## src/rtl/stack_dt.sv

```systemverilog
// Register-file LIFO operand stack with combinational top-of-stack read.
// Optional sticky misuse flag is built when STACK_ERR_EN is defined.
`ifndef SC_N
`define SC_N 2
`endif
`ifndef SC_NON
`define SC_NON 2'b00
`endif
`ifndef SC_PUS
`define SC_PUS 2'b01
`endif
`ifndef SC_POP
`define SC_POP 2'b10
`endif
`ifndef CD_N
`define CD_N 16
`endif
`ifndef CD_0
`define CD_0 16'd0
`endif

module stack_dt #(
   parameter int AW    = 4,
   parameter int DEPTH = 2**AW
) (
   input  logic             Clock,
   input  logic             Reset,
   input  logic [`SC_N-1:0] cmd,
   input  logic [`CD_N-1:0] d,
   output logic [`CD_N-1:0] q,
   output logic             empty,
   output logic             full,
   output logic [AW:0]      count,
   output logic             err
);

   logic [`CD_N-1:0] mem_q [DEPTH];
   logic [AW:0]      sp_q, sp_d;
   logic [AW-1:0]    rd_idx, wr_idx;
   logic             push_ok, pop_ok, misuse;

   assign empty  = (sp_q == '0);
   assign full   = (sp_q == (AW+1)'(DEPTH));
   assign count  = sp_q;
   assign rd_idx = AW'(sp_q - 1'b1);
   assign wr_idx = sp_q[AW-1:0];
   assign q      = empty ? `CD_0 : mem_q[rd_idx];

   always_comb begin
      push_ok = 1'b0;
      pop_ok  = 1'b0;
      misuse  = 1'b0;
      sp_d    = sp_q;
      unique case (cmd)
         `SC_PUS: begin
            push_ok = !full;
            misuse  = full;
         end
         `SC_POP: begin
            pop_ok = !empty;
            misuse = empty;
         end
         default: ;
      endcase
      if (push_ok)
         sp_d = sp_q + 1'b1;
      else if (pop_ok)
         sp_d = sp_q - 1'b1;
   end

   always_ff @(posedge Clock) begin
      if (Reset)
         sp_q <= '0;
      else
         sp_q <= sp_d;
   end

   // Entries are never cleared; q masks stale data when empty.
   always_ff @(posedge Clock) begin
      if (!Reset && push_ok)
         mem_q[wr_idx] <= d;
   end

`ifdef STACK_ERR_EN
   logic err_q, err_d;

   always_comb begin
      err_d = err_q | misuse;
   end

   always_ff @(posedge Clock) begin
      if (Reset)
         err_q <= 1'b0;
      else
         err_q <= err_d;
   end

   assign err = err_q;
`else
   logic unused_misuse;
   assign unused_misuse = misuse;
   assign err = 1'b0;
`endif

endmodule

```

## config.mk

```make
export PLATFORM = sky130hd
export DESIGN_NAME = stack_dt
export DESIGN_NICKNAME = d
export VERILOG_FILES = /design/src/rtl/stack_dt.sv
export SDC_FILE = /design/constraint.sdc
export NUM_CORES = 1
export LEC_CHECK = 0
export ABC_AREA = 1
export CAP_MARGIN = 0
export CELL_PAD_IN_SITES_DETAIL_PLACEMENT = 1
export CELL_PAD_IN_SITES_GLOBAL_PLACEMENT = 2
export CORE_UTILIZATION = 46
export CTS_BUF_LIST = sky130_fd_sc_hd__clkbuf_8
export CTS_CLUSTER_SIZE = 40
export DETAILED_ROUTE_END_ITERATION = 10
export PLACE_DENSITY = 0.93
export SETUP_SLACK_MARGIN = 0.2
export SYNTH_ARGS = -nofsm -noshare
export SYNTH_HDL_FRONTEND = slang
export SYNTH_SLANG_ARGS = --single-unit
```

## constraint.sdc

```tcl
create_clock -name Clock -period 4.6 [get_ports Clock]
set_input_delay 1.38 -clock Clock [delete_from_list [all_inputs] [get_ports Clock]]
set_output_delay 1.38 -clock Clock [all_outputs]
set_load 0.01 [all_outputs]
```

==> results of run 1 <==
==> sequential cells by signal, indices dropped and copies added (netlist names) <==
register and count:
mem_q 256, count 5
==> stage by stage <==
stage	hold WS (ns)	power, mW	setup slack (ns)
global placement	0.586	4.31	0.634
global route	0.642	6.66	0.186
CTS	0.582	6.39	0.210
detailed placement	0.601	4.35	0.560
finish	0.612	6.39	0.266
floorplan	0.561	3.64	0.944
==> report_power, final <==
| group | switching (mW) | leakage [nW] | internal (mW) |
|---|---|---|---|
| sequential | 0.0194 | 2.34 | 2.64 |
| clock | 0.896 | 0.471 | 1.07 |
| combinational | 1.14 | 1.83 | 0.627 |
| total | 2.05 | 4.65 | 4.33 |
==> worst max-delay path: cells and delay by family (launching register included) <==
kind | cells | cell delay (ns)
fa+ha+maj | 1 | 0.28
buf+inv | 4 | 1.00
flops | 1 | 0.42
simple gates | 5 | 0.68
==> area by class of cell <==
cell class / count / area, µm² / area share
clock buffer: 48 / 661 / 0.0519
clock inverter: 29 / 169 / 0.0133
inverter: 25 / 98.8 / 0.00777
multi-input combinational: 604 / 2800 / 0.220
sequential: 261 / 7790 / 0.613
tap: 313 / 392 / 0.0308
timing repair buffer: 75 / 807 / 0.0634
==> synth_stat cells (all sizes together) <==
cell    instances
nand2         311
conb            1
a21oi          34
inv            25
clkbuf         14
xnor2           2
xor2            3
buf            40
edfxtp        256
nand4           1
nand3         182
dfxtp           5
o21ai           5
or2             1
nor2           54
nor3            5
ha              5
==> logic make-up after synthesis <==
group / share of synthesized area
DFF: 0.718
buffers and inverters: 0.0354
xor gates and xnor gates: 0.00646
adders and majority gates: 0.00577
and+or+nand+nor: 0.215
AOI/OAI and AO/OA: 0.0187
other: 0.000346
==> final timing paths <==
path	slack, ns	to
setup / recovery	0.27	q[6]
hold / removal	0.61	count[3]
setup reg to reg	1.77	mem_q[14][14]
hold reg to reg	0.61	count[3]
==> layer usage <==
layer	part of all wire	wire [µm]
met3	0.081	2560
met5	0.00028	9
met1	0.40	12800
met2	0.49	15500
met4	0.027	862
==> timing repair <==
action,CTS,global route
setup endpoints to repair,16,10
hold endpoints to repair,0,0
gates resized for setup,11,17
pin swaps,2,1
setup buffers,4,0
cloned,1,0
==> results.py, run 1 <==
metrics = {
    "detailed_routing": {
        "wl_per_cell_um": 23.4,
        "viasPerCell": 5.61,
        "drc": 0,
        "drtIter0Drc": 564,
        "dr_total_vias": 7605,
        "drt-pass1-iter-count": 5,
        "postRouteAntennaNets": 0,
        "totalWireLength_mm": 31.7,
    },
    "cts": {
        "numClockSinks": 261,
        "clk_pin_slew_worst_paths_ns": 0.06,
        "cts_htree_levels": 2,
        "numCtsBuffers": 43,
        "hold_buffers": 0,
        "cts_tree": "done",
        "clock_path_buffers": 3,
        "cts_root_buf": "clkbuf_8",
        "clock_latency_ns": 0.54,
    },
    "timing": {
        "setup_viol": 0,
        "slew_violations": 0,
        "rsz0062_at_grt": "no",
        "hold_viol": 0,
        "worstMarginPinSlew_ns": 0.703,
        "timing.fmax_ghz": 0.231,
        "tns_ns": 0,
        "clock_skew_ns": 0.0186,
        "fin_crit_sh": 0.942,
        "fin_crit_ns": 4.33,
        "slew_headroom": 0.531,
    },
    "setup_path": {
        "crit_fanout": 36,
        "path_cells": "inv_2 > ha_4 > buf_4 > buf_16 > nand3_1 > nand3_1 > nand3_1 > nand2_1 > nor2_2 > clkdlybuf4s50_1",
        "arrival_ns": 2.95,
        "worst_r2r_path_depth": 8,
        "crit_type": "reg2out",
        "cp_common_cell": "nand3_1",
        "critPathCaptureType": "output pin",
        "cp_data_required_time_ns": 3.22,
        "cp_slowest_cell": "clkdlybuf4s50_1",
        "crit_start": "count[1]",
        "reg2reg_from": "count[2]",
        "max_stage_delay_ns": 0.57,
        "worst_setup_path_start_kind": "flop",
    },
    "yosys": {
        "yosysTopAreaCell": "edfxtp_1",
        "synth_area_leaders": "edfxtp_1, nand2_1, nand3_1, nor2_1, a21oi_1",
        "syn_nets": 969,
        "synth_top_area_frac": 0.709,
        "avgSynthCellArea_um2": 11.5,
        "ys_warn_count": 0,
        "postSynthCellCount": 944,
        "seq_area_frac_synth": 0.718,
        "synth.distinct_cells": 27,
        "synth_seq_cells": 261,
        "syn_area_um2": 10800,
    },
    "global_routing": {
        "antenna_found_initial": 2,
        "grt-busiest-layer": "met2",
        "track_usage": 0.270,
        "grt_overflow": 0,
        "grt_max_degree": 136,
        "met1_usage": 0.358,
        "grt_pass1_wl_mm": 47.5,
        "use_met2": 0.444,
        "grt_pass1_vias": 7895,
        "grtUsageMet3": 0.0600,
    },
    "cells_and_area": {
        "area_delta_synth_final_pct": 17.3,
        "final_cell_count_no_fill": 1355,
        "final_common_cell": "nand2_1",
        "antenna_cells": 0,
        "fillCellCount": 2401,
        "layout_common_cells": "nand2_1, edfxtp_1, nand3_1",
        "design_area_um2": 12700,
        "nets": 1035,
        "layout-drive-gt1-share": 0.130,
        "utilization": 0.557,
    },
    "die": {
        "fp.dieH_um": 156,
        "num_rows": 55,
        "coreArea_um2": 22800,
        "die_x_um": 156,
        "io_pins": 44,
        "dieArea_um2": 24200,
        "initial_core_util": 0.475,
    },
    "place": {
        "gp_congestion": 0.826,
        "dp_hpwl_mm": 18.4,
        "placed_cell_area_um2": 11700,
        "dp_cells": 1273,
        "port_buffers": 42,
    },
    "status": {
        "status": "finished, final reports clean",
    },
    "worst_hold_path": {
        "min_from": "count[3]",
        "min_path_cells": 2,
        "hp-class": "reg2reg",
    },
    "power": {
        "power_density_nw_per_um2": 502,
        "power.leakage_nw": 4.65,
        "ir_drop_mv": 0.244,
    },
    "flow_run": {
        "cap_violations": 0,
    },
}
(Power assumes the default switching activity.)
==> inputs of run 2 (changes only) <==
Settings changed: ABC_AREA 1 to not set, CORE_UTILIZATION 46 to 45, PLACE_DENSITY 0.93 to 0.84.
Clock period 4.6 ns to 3.5 ns, I/O delays scaled along.
==> run 2 against run 1 <==
Setup slack worse by 0.23 ns. Total power is 45% higher. Die area is 3.0% lower. Final cell count is 32% lower. Critical path type unchanged. Wire length is 14% lower. Count of clock-buffer cells in the layout is 5 lower. Utilization is 3.5 points higher.
==> results.py, run 2 <==
metrics = {
    "global_routing": {
        "track_usage": 0.239,
        "grt_pass1_wl_mm": 39.4,
        "grt_pass1_vias": 5914,
        "grtUsageMet3": 0.0508,
        "grt_overflow": 0,
        "grt_max_degree": 20,
        "use_met2": 0.401,
        "grt-busiest-layer": "met2",
        "antenna_found_initial": 1,
        "met1_usage": 0.309,
    },
    "cells_and_area": {
        "final_common_cell": "edfxtp_1",
        "layout_common_cells": "edfxtp_1, mux4_2, clkbuf_8",
        "fillCellCount": 1838,
        "utilization": 0.592,
        "multi_input_comb_area_um2": 2610,
        "largest_register_ff_count": 256,
        "nets": 639,
        "area_delta_synth_final_pct": 27.0,
        "regMostFlops": "mem_q",
        "final-seq-area_um2": 7790,
        "layout-drive-gt1-share": 0.411,
    },
    "yosys": {
        "synth_area_leaders": "edfxtp_1, mux4_2, mux2i_1, o22ai_1, dfxtp_1",
        "synth.distinct_cells": 38,
        "yosysTopAreaCell": "edfxtp_1",
        "syn_area_um2": 10300,
        "ys.flop_type": "edfxtp_1",
        "synth_edf_count": 256,
        "ys_warn_count": 0,
        "synth.top_cells.by_count": "edfxtp_1, mux4_2, mux2i_1, nor2_1, o22ai_1",
        "seq_area_frac_synth": 0.757,
        "postSynthCellCount": 470,
        "async_reset_ff_frac": 0,
        "synth_seq_cells": 261,
        "avgSynthCellArea_um2": 21.9,
        "syn_nets": 495,
        "synth_top_area_frac": 0.747,
        "yosysMostFrequentCell": "edfxtp_1",
    },
    "cts": {
        "cts_tree": "done",
        "clk_pin_slew_worst_paths_ns": 0.06,
        "hold_buffers": 0,
        "clock_latency_ns": 0.56,
        "cts_htree_levels": 2,
        "numClockSinks": 261,
        "clock_path_buffers": 3,
        "cts_root_buf": "clkbuf_8",
        "numCtsBuffers": 42,
    },
    "setup_path": {
        "arrival_ns": 2.42,
        "crit_start": "count[0]",
        "ff2ff_setup_slack_ns": 0.87,
        "cp_data_required_time_ns": 2.45,
        "crit_fanout": 7,
        "worst_r2r_path_depth": 6,
        "worst_setup_path_start_kind": "flop",
        "crit_type": "reg2out",
        "reg2reg_from": "count[2]",
        "endpoint": "q[8]",
        "r2r_end": "mem_q[3][9]",
        "critPathCaptureType": "output pin",
    },
    "die": {
        "fp.dieH_um": 153,
        "num_rows": 54,
        "initial_core_util": 0.466,
        "dieArea_um2": 23500,
        "coreArea_um2": 22100,
        "die_x_um": 153,
        "io_pins": 44,
    },
    "timing": {
        "timing.fmax_ghz": 0.288,
        "setup_ws_ns": 0.0312,
        "setup_viol": 0,
        "worstMarginPinSlew_ns": 0.648,
        "fin_crit_ns": 3.47,
        "rsz0062_at_grt": "yes",
        "tns_ns": 0,
        "slew_headroom": 0.567,
        "fin_crit_sh": 0.991,
        "hold_viol": 0,
        "clock_skew_ns": 0.0309,
        "slew_violations": 0,
    },
    "detailed_routing": {
        "drc": 0,
        "totalWireLength_mm": 27.2,
        "viasPerCell": 5.85,
        "wl_per_cell_um": 29.4,
        "postRouteAntennaNets": 0,
        "drtIter0Drc": 394,
        "dr_total_vias": 5409,
        "drt-pass1-iter-count": 4,
    },
    "flow_run": {
        "cap_violations": 0,
    },
    "place": {
        "port_buffers": 42,
        "dp_hpwl_mm": 14.3,
        "gp_congestion": 0.817,
        "place_ws_ns": -0.0113,
    },
    "power": {
        "power.leakage_nw": 4.29,
        "power_density_nw_per_um2": 710,
        "ir_drop_mv": 0.615,
    },
    "status": {
        "status": "finished, final reports clean",
    },
    "worst_hold_path": {
        "min_from": "count[1]",
        "hp-class": "reg2reg",
    },
}
## run 2: cell types whose count changed after synthesis, moves of 19 or more
cell	change
nand3_1	-180
mux4_2	+64
nand2_1	-302
mux2i_1	+32
a21oi_1	-27
nor2_1	-35
inv_1	-19
## run 2: through the flow
step                      hold WS (ns)  instances  total power [mW]  cell area (µm²)
final                            0.647        925              9.29            13100
after global routing             0.674        925              9.60            13100
after CTS                        0.650        911              8.97            12800
after detailed placement         0.672        809              5.75            11500
after global placement           0.621        809              5.71            11500
after floorplan                  0.658        470              4.88            10300
## run 2: cell families (layout without fill, tap and decap cells)
group	count (synthesis)	in the layout	synth area share
AO/OA/AOI/OAI	29	29	0.0187
XOR/XNOR	2	2	0.00243
adder cells (fa/ha/maj)	5	5	0.00608
buffers and inverters	28	202	0.0168
flip-flops	261	261	0.757
multiplexers	97	97	0.173
other	1	2	0.000364
AND/OR/NAND/NOR	47	47	0.0264
## run 2: worst min-delay path by stage
stage / end / slack (ns) / cells past startpoint
after floorplan: count[4] / 0.66 / 2
after global placement: count[1] / 0.62 / 3
after detailed placement: count[4] / 0.67 / 2
after CTS: count[1] / 0.65 / 3
after global routing: count[1] / 0.67 / 3
final: count[1] / 0.65 / 3
## run 2: worst max-delay path, cell delays in order, from the launching register on
cell	delay, ns
dfxtp_4	0.37
buf_8	0.14
nor3_4	0.27
xnor2_4	0.26
buf_12	0.22
buf_6	0.12
mux2i_4	0.22
o22ai_2	0.14
buf_6	0.15
## run 2: report_power, final
| group | internal [mW] | total (mW) | switching, mW |
|---|---|---|---|
| logic | 1.75 | 3.21 | 1.46 |
| clock network | 1.37 | 2.57 | 1.20 |
| registers | 3.48 | 3.50 | 0.0247 |
| total | 6.60 | 9.29 | 2.69 |
## run 2: repair_timing
item	CTS	global route
gates resized for setup	109	25
setup buffers	20	13
pin swaps	12	9
setup endpoints to repair	17	17
gates cloned	8	0
## run 2: layout make-up
class,count,share of cell area
clock buffers,43,0.0453
inverters,4,0.00153
diodes,1,0.000191
well taps,280,0.0268
multi-input cells,181,0.200
clock inverters,31,0.0164
repair buffers,124,0.114
flip-flops and latches,261,0.596
## run 2: per-layer routing
metal / share of wire / routed length [µm]
met3: 0.061 / 1660
met2: 0.50 / 13700
met5: 0 / 0
met1: 0.40 / 11000
met4: 0.030 / 826
